**config.mk**
```make
export PLATFORM = sky130hd
export DESIGN_NAME = cpu_bus_bridge_flat
export DESIGN_NICKNAME = d
export VERILOG_FILES = /design/src/rtl/cpu_bus_bridge_if.sv /design/src/rtl/cpu_bus_bridge.sv /design/src/flat_wrapper.sv
export SDC_FILE = /design/constraint.sdc
export NUM_CORES = 1
export LEC_CHECK = 0
export ABC_AREA = 1
export CORE_MARGIN = 2
export CORE_UTILIZATION = 53
export DETAILED_ROUTE_END_ITERATION = 16
export GPL_TIMING_DRIVEN = 1
export HOLD_SLACK_MARGIN = 0.15
export PLACE_DENSITY = 0.81
export SLEW_MARGIN = 30
export SYNTH_ARGS = -nofsm -noshare
export SYNTH_HDL_FRONTEND = slang
export SYNTH_SLANG_ARGS = --single-unit
```
**constraint.sdc**
```tcl
create_clock -name clk_in -period 4.9 [get_ports clk_in]
set_clock_uncertainty 0.05 [all_clocks]
set_input_delay 1.225 -clock clk_in [delete_from_list [all_inputs] [get_ports clk_in]]
set_output_delay 1.225 -clock clk_in [all_outputs]
set_load 0.01 [all_outputs]
```
**src/rtl/cpu_bus_bridge_if.sv**
```systemverilog
// cpu_bus_bridge_if: byte-wide CPU bus plus RAM and UART side signals around the bridge.
interface cpu_bus_bridge_if;
    logic        rdy_in;
    logic [31:0] cpu_a;
    logic        cpu_wr;
    logic [7:0]  cpu_dout;
    logic [7:0]  cpu_din;
    logic        cpu_io_buffer_full;
    logic [16:0] ram_a;
    logic        ram_wr;
    logic [7:0]  ram_din;
    logic [7:0]  ram_dout;
    logic [7:0]  tx_data;
    logic        tx_valid;
    logic        tx_ready;
    logic [7:0]  rx_data;
    logic        rx_valid;
    logic        sim_end;
    logic        tx_overflow;

    modport slave (
        input  rdy_in, cpu_a, cpu_wr, cpu_dout, ram_dout, tx_ready, rx_data, rx_valid,
        output cpu_din, cpu_io_buffer_full, ram_a, ram_wr, ram_din, tx_data, tx_valid,
               sim_end, tx_overflow
    );

    modport master (
        output rdy_in, cpu_a, cpu_wr, cpu_dout, ram_dout, tx_ready, rx_data, rx_valid,
        input  cpu_din, cpu_io_buffer_full, ram_a, ram_wr, ram_din, tx_data, tx_valid,
               sim_end, tx_overflow
    );
endinterface

```
**src/rtl/cpu_bus_bridge.sv**
```systemverilog
// cpu_bus_bridge: decodes the CPU byte bus into RAM and an IO window with a UART TX FIFO and RX holding register.
module cpu_bus_bridge #(
    parameter int FIFO_DEPTH   = 8,
    parameter int AFULL_MARGIN = 2
) (
    input logic             clk_in,
    input logic             rst_in,
    cpu_bus_bridge_if.slave bus
);
    localparam int          AW        = $clog2(FIFO_DEPTH);
    localparam logic [AW:0] FULL_LVL  = (AW+1)'(FIFO_DEPTH);
    localparam logic [AW:0] AFULL_LVL = (AW+1)'(FIFO_DEPTH - AFULL_MARGIN);
    localparam logic [17:0] TX_ADDR   = 18'h30000;
    localparam logic [17:0] END_ADDR  = 18'h30004;

    logic [7:0]    r_mem [FIFO_DEPTH];
    logic [AW-1:0] r_wr_ptr, r_rd_ptr;
    logic [AW:0]   r_count;
    logic          r_rx_full, r_sel_io, r_sim_end, r_tx_overflow;
    logic [7:0]    r_rx_data, r_io_rd;
    logic          w_io_sel, w_io_rd, w_rx_rd, w_tx_wr, w_full, w_pop, w_push;
    logic          w_unused;

    always_comb begin
        w_io_sel = bus.cpu_a[17:16] == 2'b11;
        w_io_rd  = bus.rdy_in & w_io_sel & ~bus.cpu_wr;
        w_rx_rd  = w_io_rd & (bus.cpu_a[17:0] == TX_ADDR);
        w_tx_wr  = bus.rdy_in & bus.cpu_wr & (bus.cpu_a[17:0] == TX_ADDR);
        w_full   = r_count == FULL_LVL;
        w_pop    = (r_count != '0) & bus.tx_ready;
        // a pop in the same cycle frees the slot, so a full FIFO still accepts
        w_push   = w_tx_wr & (~w_full | w_pop);
    end

    assign w_unused               = ^bus.cpu_a[31:18];
    assign bus.ram_a              = bus.cpu_a[16:0];
    assign bus.ram_din            = bus.cpu_dout;
    assign bus.ram_wr             = bus.cpu_wr & ~w_io_sel & bus.rdy_in;
    assign bus.cpu_din            = r_sel_io ? r_io_rd : bus.ram_dout;
    assign bus.tx_valid           = r_count != '0;
    assign bus.tx_data            = r_mem[r_rd_ptr];
    assign bus.cpu_io_buffer_full = r_count >= AFULL_LVL;
    assign bus.sim_end            = r_sim_end;
    assign bus.tx_overflow        = r_tx_overflow;

    always_ff @(posedge clk_in)
        if (w_push) r_mem[r_wr_ptr] <= bus.cpu_dout;

    always_ff @(posedge clk_in or negedge rst_in) begin
        if (!rst_in) begin
            r_wr_ptr      <= '0;
            r_rd_ptr      <= '0;
            r_count       <= '0;
            r_tx_overflow <= 1'b0;
            r_sim_end     <= 1'b0;
            r_sel_io      <= 1'b0;
            r_io_rd       <= 8'h00;
            r_rx_data     <= 8'h00;
            r_rx_full     <= 1'b0;
        end else begin
            if (w_push) r_wr_ptr <= r_wr_ptr + AW'(1);
            if (w_pop) r_rd_ptr <= r_rd_ptr + AW'(1);
            r_count   <= r_count + (AW+1)'(w_push) - (AW+1)'(w_pop);
            if (w_tx_wr & w_full & ~w_pop) r_tx_overflow <= 1'b1;
            r_sim_end <= bus.rdy_in & bus.cpu_wr & (bus.cpu_a[17:0] == END_ADDR);
            r_sel_io  <= w_io_sel & ~bus.cpu_wr;
            if (w_io_rd) r_io_rd <= (w_rx_rd & r_rx_full) ? r_rx_data : 8'h00;
            // a byte arriving with the read wins: it is loaded, the read sees the old one
            if (bus.rx_valid) begin
                r_rx_data <= bus.rx_data;
                r_rx_full <= 1'b1;
            end else if (w_rx_rd) begin
                r_rx_full <= 1'b0;
            end
        end
    end
endmodule

```
**src/flat_wrapper.sv**
```systemverilog
// flat-port wrapper written by rule: the top's interface ports become plain ports
module cpu_bus_bridge_flat 
#(
    parameter int FIFO_DEPTH   = 8,
    parameter int AFULL_MARGIN = 2
)
  (clk_in, rst_in, bus_rdy_in, bus_cpu_a, bus_cpu_wr, bus_cpu_dout, bus_ram_dout, bus_tx_ready, bus_rx_data, bus_rx_valid, bus_cpu_din, bus_cpu_io_buffer_full, bus_ram_a, bus_ram_wr, bus_ram_din, bus_tx_data, bus_tx_valid, bus_sim_end, bus_tx_overflow);
  cpu_bus_bridge_if bus_i ();
  input logic clk_in;
  input logic rst_in;
  input wire logic [$bits(bus_i.rdy_in)-1:0] bus_rdy_in;
  input wire logic [$bits(bus_i.cpu_a)-1:0] bus_cpu_a;
  input wire logic [$bits(bus_i.cpu_wr)-1:0] bus_cpu_wr;
  input wire logic [$bits(bus_i.cpu_dout)-1:0] bus_cpu_dout;
  input wire logic [$bits(bus_i.ram_dout)-1:0] bus_ram_dout;
  input wire logic [$bits(bus_i.tx_ready)-1:0] bus_tx_ready;
  input wire logic [$bits(bus_i.rx_data)-1:0] bus_rx_data;
  input wire logic [$bits(bus_i.rx_valid)-1:0] bus_rx_valid;
  output wire logic [$bits(bus_i.cpu_din)-1:0] bus_cpu_din;
  output wire logic [$bits(bus_i.cpu_io_buffer_full)-1:0] bus_cpu_io_buffer_full;
  output wire logic [$bits(bus_i.ram_a)-1:0] bus_ram_a;
  output wire logic [$bits(bus_i.ram_wr)-1:0] bus_ram_wr;
  output wire logic [$bits(bus_i.ram_din)-1:0] bus_ram_din;
  output wire logic [$bits(bus_i.tx_data)-1:0] bus_tx_data;
  output wire logic [$bits(bus_i.tx_valid)-1:0] bus_tx_valid;
  output wire logic [$bits(bus_i.sim_end)-1:0] bus_sim_end;
  output wire logic [$bits(bus_i.tx_overflow)-1:0] bus_tx_overflow;
  assign bus_i.rdy_in = bus_rdy_in;
  assign bus_i.cpu_a = bus_cpu_a;
  assign bus_i.cpu_wr = bus_cpu_wr;
  assign bus_i.cpu_dout = bus_cpu_dout;
  assign bus_i.ram_dout = bus_ram_dout;
  assign bus_i.tx_ready = bus_tx_ready;
  assign bus_i.rx_data = bus_rx_data;
  assign bus_i.rx_valid = bus_rx_valid;
  assign bus_cpu_din = bus_i.cpu_din;
  assign bus_cpu_io_buffer_full = bus_i.cpu_io_buffer_full;
  assign bus_ram_a = bus_i.ram_a;
  assign bus_ram_wr = bus_i.ram_wr;
  assign bus_ram_din = bus_i.ram_din;
  assign bus_tx_data = bus_i.tx_data;
  assign bus_tx_valid = bus_i.tx_valid;
  assign bus_sim_end = bus_i.sim_end;
  assign bus_tx_overflow = bus_i.tx_overflow;
  cpu_bus_bridge #(.FIFO_DEPTH(FIFO_DEPTH), .AFULL_MARGIN(AFULL_MARGIN)) u_core (.clk_in(clk_in), .rst_in(rst_in), .bus(bus_i));
endmodule
```
==> results of run 1 <==
synthesized netlist by cell type (all sizes together):
cell and number:
nand2 95, nor2 73, edfxtp 64, o21ai 50, buf 34, dfrtp 30
inv 13, nand3 12, ha 9, mux2 8, clkbuf 4, xor2 3
a21oi 2, clkinv 2, fa 1, nand3b 1, nand4 1, nor3b 1
nor4b 1, o21bai 1, xnor2 1
per-layer routing:
layer	GRT usage [%]	part of all wire [%]	wire length, um
met5	0	0	0
met3	4.09	7.2	609
met1	25.6	41	3460
met2	36.9	51	4280
met4	6.88	1.3	112
sequential cells by signal, indices dropped and copies added (netlist names):
| register | flops |
|---|---|
| u_core.bus.sim_end | 1 |
| u_core.r_rd_ptr | 3 |
| u_core.r_count | 4 |
| u_core.r_sel_io | 1 |
| u_core.r_rx_data | 8 |
| u_core.r_wr_ptr | 3 |
| u_core.r_mem | 64 |
| u_core.bus.tx_overflow | 1 |
| u_core.r_io_rd | 8 |
| u_core.r_rx_full | 1 |
worst paths after layout:
kind / to / slack, ps / cells past startpoint
hold reg to reg: u_core.r_rx_data[3]$_DFFE_PN0P_ / 430 / 2
hold / removal: u_core.r_rx_data[3]$_DFFE_PN0P_ / 430 / 2
setup / recovery: bus_ram_wr / 1090 / 4
setup reg to reg: u_core.r_mem[0][2]$_DFFE_PP_ / 2670 / 7
min in group asynchronous: u_core.r_count[3]$_DFF_PN0_ / 1200 / 2
max in group asynchronous: u_core.r_rd_ptr[1]$_DFFE_PN0P_ / 3300 / 2
power groups by stage:
| stage | Sequential [uW] | Clock [uW] | Combinational (uW) |
|---|---|---|---|
| after detailed placement | 975 | 0 | 745 |
| after global routing | 971 | 500 | 840 |
| after global placement | 973 | 0 | 715 |
| after floorplan | 930 | 0 | 495 |
| after CTS | 958 | 466 | 747 |
| final | 960 | 462 | 738 |
kinds of logic after synthesis:
logic type	after synthesis	synth area share, %
xor gates and xnor gates	4	0.819
and+or+nand+nor	184	18.1
buffers and inverters	53	7.19
adders and majority gates	10	3.10
muxes	8	2.11
DFF	94	62.5
AOI/OAI and AO/OA	53	6.26
per-stage QoR:
stage               hold WS (ps)  power (uW)
global route                 458        2310
floorplan                    393        1430
global placement             405        1690
finish                       431        2160
detailed placement           410        1720
CTS                          431        2170
worst reg2reg max path, stage by stage (launching register included):
cell	delay, ps
dfrtp_1	360
inv_1	80
ha_1	190
nand2_1	100
nand2_2	90
nand2_2	150
nand3_2	150
nor2_1	690
area by class of cell:
| type | instances | area (um^2) | area share [%] |
|---|---|---|---|
| Clock inverter | 5 | 33.8 | 0.640 |
| Clock buffer | 11 | 141 | 2.68 |
| Tap cell | 102 | 128 | 2.42 |
| Multi-Input combinational cell | 259 | 1300 | 24.6 |
| Inverter | 15 | 56.3 | 1.07 |
| Sequential cell | 94 | 2670 | 50.7 |
| Timing Repair Buffer | 95 | 946 | 17.9 |
==> results.txt, run 1 <==
syn nets -> 478
grt total ovfl -> 0
Syn Area/Cell -> 10.5 um^2
clock sinks -> 94
I/O pin count -> 108
Internal -> 1430 uW
Crit Path Max Fanout -> 2
Die Wd -> 93.9 um
H-tree depth -> 3
Power Density -> 409 nW/um^2
average wire per cell in the routed design -> 14.6 um
Static Leak -> 0.00206 uW
WP data arrival -> 2540 ps
Critical Path Most Common Cell -> clkdlybuf4s50_1
Synth Instances -> 406
DRT antenna net count -> 0
DR iter-0 viols -> 122
slack of the critical path -> 1090 ps
Tot GR Track Use -> 20.8%
Routed WL -> 8460 um
number of global-route vias before repair -> 3006
Psw -> 729 uW
placed instance area -> 5100 um^2
Fmax -> 262 MHz
Worst setup EP type -> primary output
worst path bufs/invs -> 2
P&R area growth vs syn -> 23.3%
Crit. Startpoint -> bus_cpu_wr
cell taking the most area after synthesis -> edfxtp_1
Clock Tree Buf Depth -> 2
synth unique cells -> 29
NumNets Final -> 546
dpl cells -> 565
unrepaired setup endpoints after global routing -> false
TritonCTS clock tree -> built
fin util -> 67.9%
minimum clock period -> 3810 ps
CTS Buf Count -> 9
Req. time, crit path -> 3620 ps
Max Slew Vio Count -> 0
Setup WS pre-CTS -> 1070 ps
drt drc -> 0
Seq/Total Area, Yosys -> 62.5%
launch point of the worst reg-to-reg path -> u_core.r_count[2]$_DFF_PN0_
via count -> 3035
Mapped Area -> 4280 um^2
# Post-CTS Setup Buffers -> 0
fin cells -> 581
clk_lat worst skew -> 350 ps
# rows -> 32
Setup Viol. Count Final -> 0
die area -> 8810 um^2
initial antenna violation count -> 0
Initial Util -> 55.1%
cell chain of the critical path -> clkdlybuf4s50_1, nand2_1, a21oi_1, clkdlybuf4s50_1
clock share of power -> 21.4%
Sum Neg Setup Slack -> 0 ps
clock-pin slew on the worst setup and hold paths -> 90 ps
max-cap viol count -> 0
combinational group share of total power -> 34.2%
Seq cells post-synth -> 94
Ys Warns -> 0
CP startpoint kind -> input pin
Die Y -> 93.9 um
post-route clock period utilization -> 77.8%
status -> finished, final reports clean
CP top delay family -> buffers and inverters
Port Buffers -> 93
maximum VDD drop -> 0.229 mV
DR vias/cell -> 5.22
Clock Tree Root -> clkbuf_8
Critical-path top delay cell -> clkdlybuf4s50_1
FILL cells -> 590
top cell type's share of synthesized area -> 44.9%
Switching Share -> 33.7%
share of layout cells above drive strength 1 -> 8.35%
core area -> 7770 um^2
final hold violations -> 0
DRT Pass-1 Iters -> 5
Post-DP HPWL -> 5770 um
# resized after CTS -> 0
dominant cells by area after synthesis -> edfxtp_1 (45%), dfrtp_1 (18%), nand2_1 (8.0%)
gp weighted congestion -> 0.747
commonest non-fill, non-tap cell in the layout -> clkdlybuf4s50_1
Worst Hold Class -> register to register
most frequent cells in the layout -> clkdlybuf4s50_1 (93), nand2_1 (91), nor2_1 (66), edfxtp_1 (64), o21ai_0 (39)
Max-slew headroom -> 41.3%
CTS Hold Bufs -> 0
Tightest Pin Transition -> 878 ps
Crit Path Class -> input pin to primary output
fin area -> 5280 um^2
global-route wire length before repair -> 14000 um
largest net degree at the start of global routing -> 35
sequential share of power -> 44.4%
Antenna diodes -> 0
slowest cell delay on critical path -> 570 ps
worst hold start -> u_core.r_rx_data[3]$_DFFE_PN0P_
Power figures use the tool's default switching activity.
==> run 2: changes to the inputs <==
--- a/config.mk
+++ b/config.mk
@@ -7,11 +7,11 @@
 export LEC_CHECK = 0
 export ABC_AREA = 1
 export CORE_MARGIN = 2
-export CORE_UTILIZATION = 53
+export CORE_UTILIZATION = 44
 export DETAILED_ROUTE_END_ITERATION = 16
 export GPL_TIMING_DRIVEN = 1
 export HOLD_SLACK_MARGIN = 0.15
-export PLACE_DENSITY = 0.81
+export PLACE_DENSITY = 0.72
 export SLEW_MARGIN = 30
 export SYNTH_ARGS = -nofsm -noshare
 export SYNTH_HDL_FRONTEND = slang
==> constraint.sdc (replaced) <==
create_clock -name clk_in -period 3.2 [get_ports clk_in]
set_clock_uncertainty 0.05 [all_clocks]
set_input_delay 0.8 -clock clk_in [delete_from_list [all_inputs] [get_ports clk_in]]
set_output_delay 0.8 -clock clk_in [all_outputs]
set_load 0.01 [all_outputs]
==> results.txt, run 2 (synthesis gave the netlist of run 1 again) <==
status -> finished, final reports clean
Setup Viol. Count Final -> 0
slowest cell delay on critical path -> 540 ps
clk_lat worst skew -> 350 ps
CTS Buf Count -> 9
DR iter-0 viols -> 124
Power Density -> 632 nW/um^2
maximum VDD drop -> 0.283 mV
Worst Hold Class -> register to register
Sum Neg Setup Slack -> 0 ps
grt total ovfl -> 0
via count -> 2996
Tot GR Track Use -> 17.6%
final hold violations -> 0
fin cells -> 619
unrepaired setup endpoints after global routing -> false
Clock Tree Root -> clkbuf_8
worst hold start -> u_core.r_rx_data[4]$_DFFE_PN0P_
Clock Tree Buf Depth -> 2
Initial Util -> 45.9%
Antenna diodes -> 0
minimum clock period -> 2990 ps
WP data arrival -> 2140 ps
H-tree depth -> 3
worst path bufs/invs -> 2
Req. time, crit path -> 2350 ps
post-route clock period utilization -> 93.4%
Max-slew headroom -> 74.1%
clock sinks -> 94
commonest non-fill, non-tap cell in the layout -> clkdlybuf4s50_1
top flop regs -> u_core.r_mem: 64 flops, u_core.r_io_rd: 8 flops, u_core.r_rx_data: 8 flops
Worst setup EP type -> primary output
average wire per cell in the routed design -> 14.0 um
TritonCTS clock tree -> built
fin util -> 58.4%
Post-DP HPWL -> 5880 um
Worst Hold Slack -> 431 ps
CP startpoint kind -> register
Crit Path Class -> register to primary output
largest reg by FF count -> u_core.r_mem
share of layout cells above drive strength 1 -> 10.6%
Critical-path top delay cell -> clkdlybuf4s50_1
number of global-route vias before repair -> 3038
I/O pin count -> 108
die area -> 10500 um^2
P&R area growth vs syn -> 27.2%
Tightest Pin Transition -> 388 ps
Power, Total -> 3440 uW
launch point of the worst reg-to-reg path -> u_core.r_count[2]$_DFF_PN0_
global-route wire length before repair -> 14000 um
max-cap viol count -> 0
drt drc -> 0
clock-pin slew on the worst setup and hold paths -> 100 ps
Routed WL -> 8680 um
CP top delay family -> buffers and inverters
gp weighted congestion -> 0.739
Fmax -> 335 MHz
initial antenna violation count -> 0
Crit Path Max Fanout -> 26
Die Y -> 103 um
Static Leak -> 0.00214 uW
DRT Pass-1 Iters -> 4
core area -> 9330 um^2
largest net degree at the start of global routing -> 35
CTS Hold Bufs -> 0
DRT antenna net count -> 0
most frequent cells in the layout -> clkdlybuf4s50_1 (93), nand2_1 (91), nor2_1 (66), edfxtp_1 (64), o21ai_0 (39)
Max Slew Vio Count -> 0
DR vias/cell -> 4.84
# rows -> 35
NumNets Final -> 557
max reg flops -> 64
Crit. Startpoint -> u_core.r_rd_ptr[0]$_DFFE_PN0P_
Die Wd -> 103 um
Port Buffers -> 93
dpl cells -> 603
cell chain of the critical path -> buf_6, nor2_1, nor2_1, o21ai_0, o21ai_1, nand2_1, nand2_1, clkdlybuf4s50_1
run 2: path summary, 6_finish.rpt:
kind	to	slack, ps	depth (start not counted)
setup / recovery	bus_tx_data[6]	210	8
hold / removal	u_core.r_rx_data[4]$_DFFE_PN0P_	430	2
setup reg to reg	u_core.r_count[2]$_DFF_PN0_	1080	10
hold reg to reg	u_core.r_rx_data[4]$_DFFE_PN0P_	430	2
max in group asynchronous	u_core.r_rd_ptr[0]$_DFFE_PN0P_	2010	2
min in group asynchronous	u_core.bus.sim_end$_DFF_PN0_	770	2
run 2: repair_timing:
item	CTS	global route
endpoints found under the setup margin	0	8
gates resized for setup	0	4
buffers inserted	0	0
run 2: where the power goes:
group          switching, uW  leakage [uW]  internal (uW)
registers               54.3      0.000957           1360
clock network            432      0.000106            389
logic                    658       0.00108            549
run 2: cell type report:
class	count	area, um^2
Sequential cell	94	2670
Inverter	15	58.8
Clock inverter	5	43.8
Multi-Input combinational cell	259	1300
Clock buffer	11	174
Timing Repair Buffer	106	1030
Tap cell	129	161
Fill cell	807	3880
run 2: worst reg2reg max path, cell delays in order, from the launching register on:
cell,delay (ps)
dfrtp_1,390
inv_1,100
ha_1,160
nand2_1,70
nand2_2,100
inv_1,80
ha_1,270
inv_1,40
ha_1,200
fa_1,380
xor2_1,170
run 2: routing by layer:
layer | GRT usage (%) | part of all wire (%) | vias to the layer above
li1 | - | - | 1493
met1 | 22.6 | 43 | 1390
met2 | 30.1 | 49 | 104
met3 | 3.66 | 6.7 | 9
met4 | 5.44 | 0.90 | 0
met5 | 0 | 0 | -
run 2: stage by stage:
| step | setup slack (ps) | cell area (um^2) |
|---|---|---|
| 5_1_grt | 79.9 | 5440 |
| 6_report | 212 | 5440 |
| 3_3_place_gp | 321 | 5220 |
| 3_5_place_dp | 313 | 5220 |
| 2_1_floorplan | 974 | 4280 |
| 4_1_cts | 0.466 | 5440 |
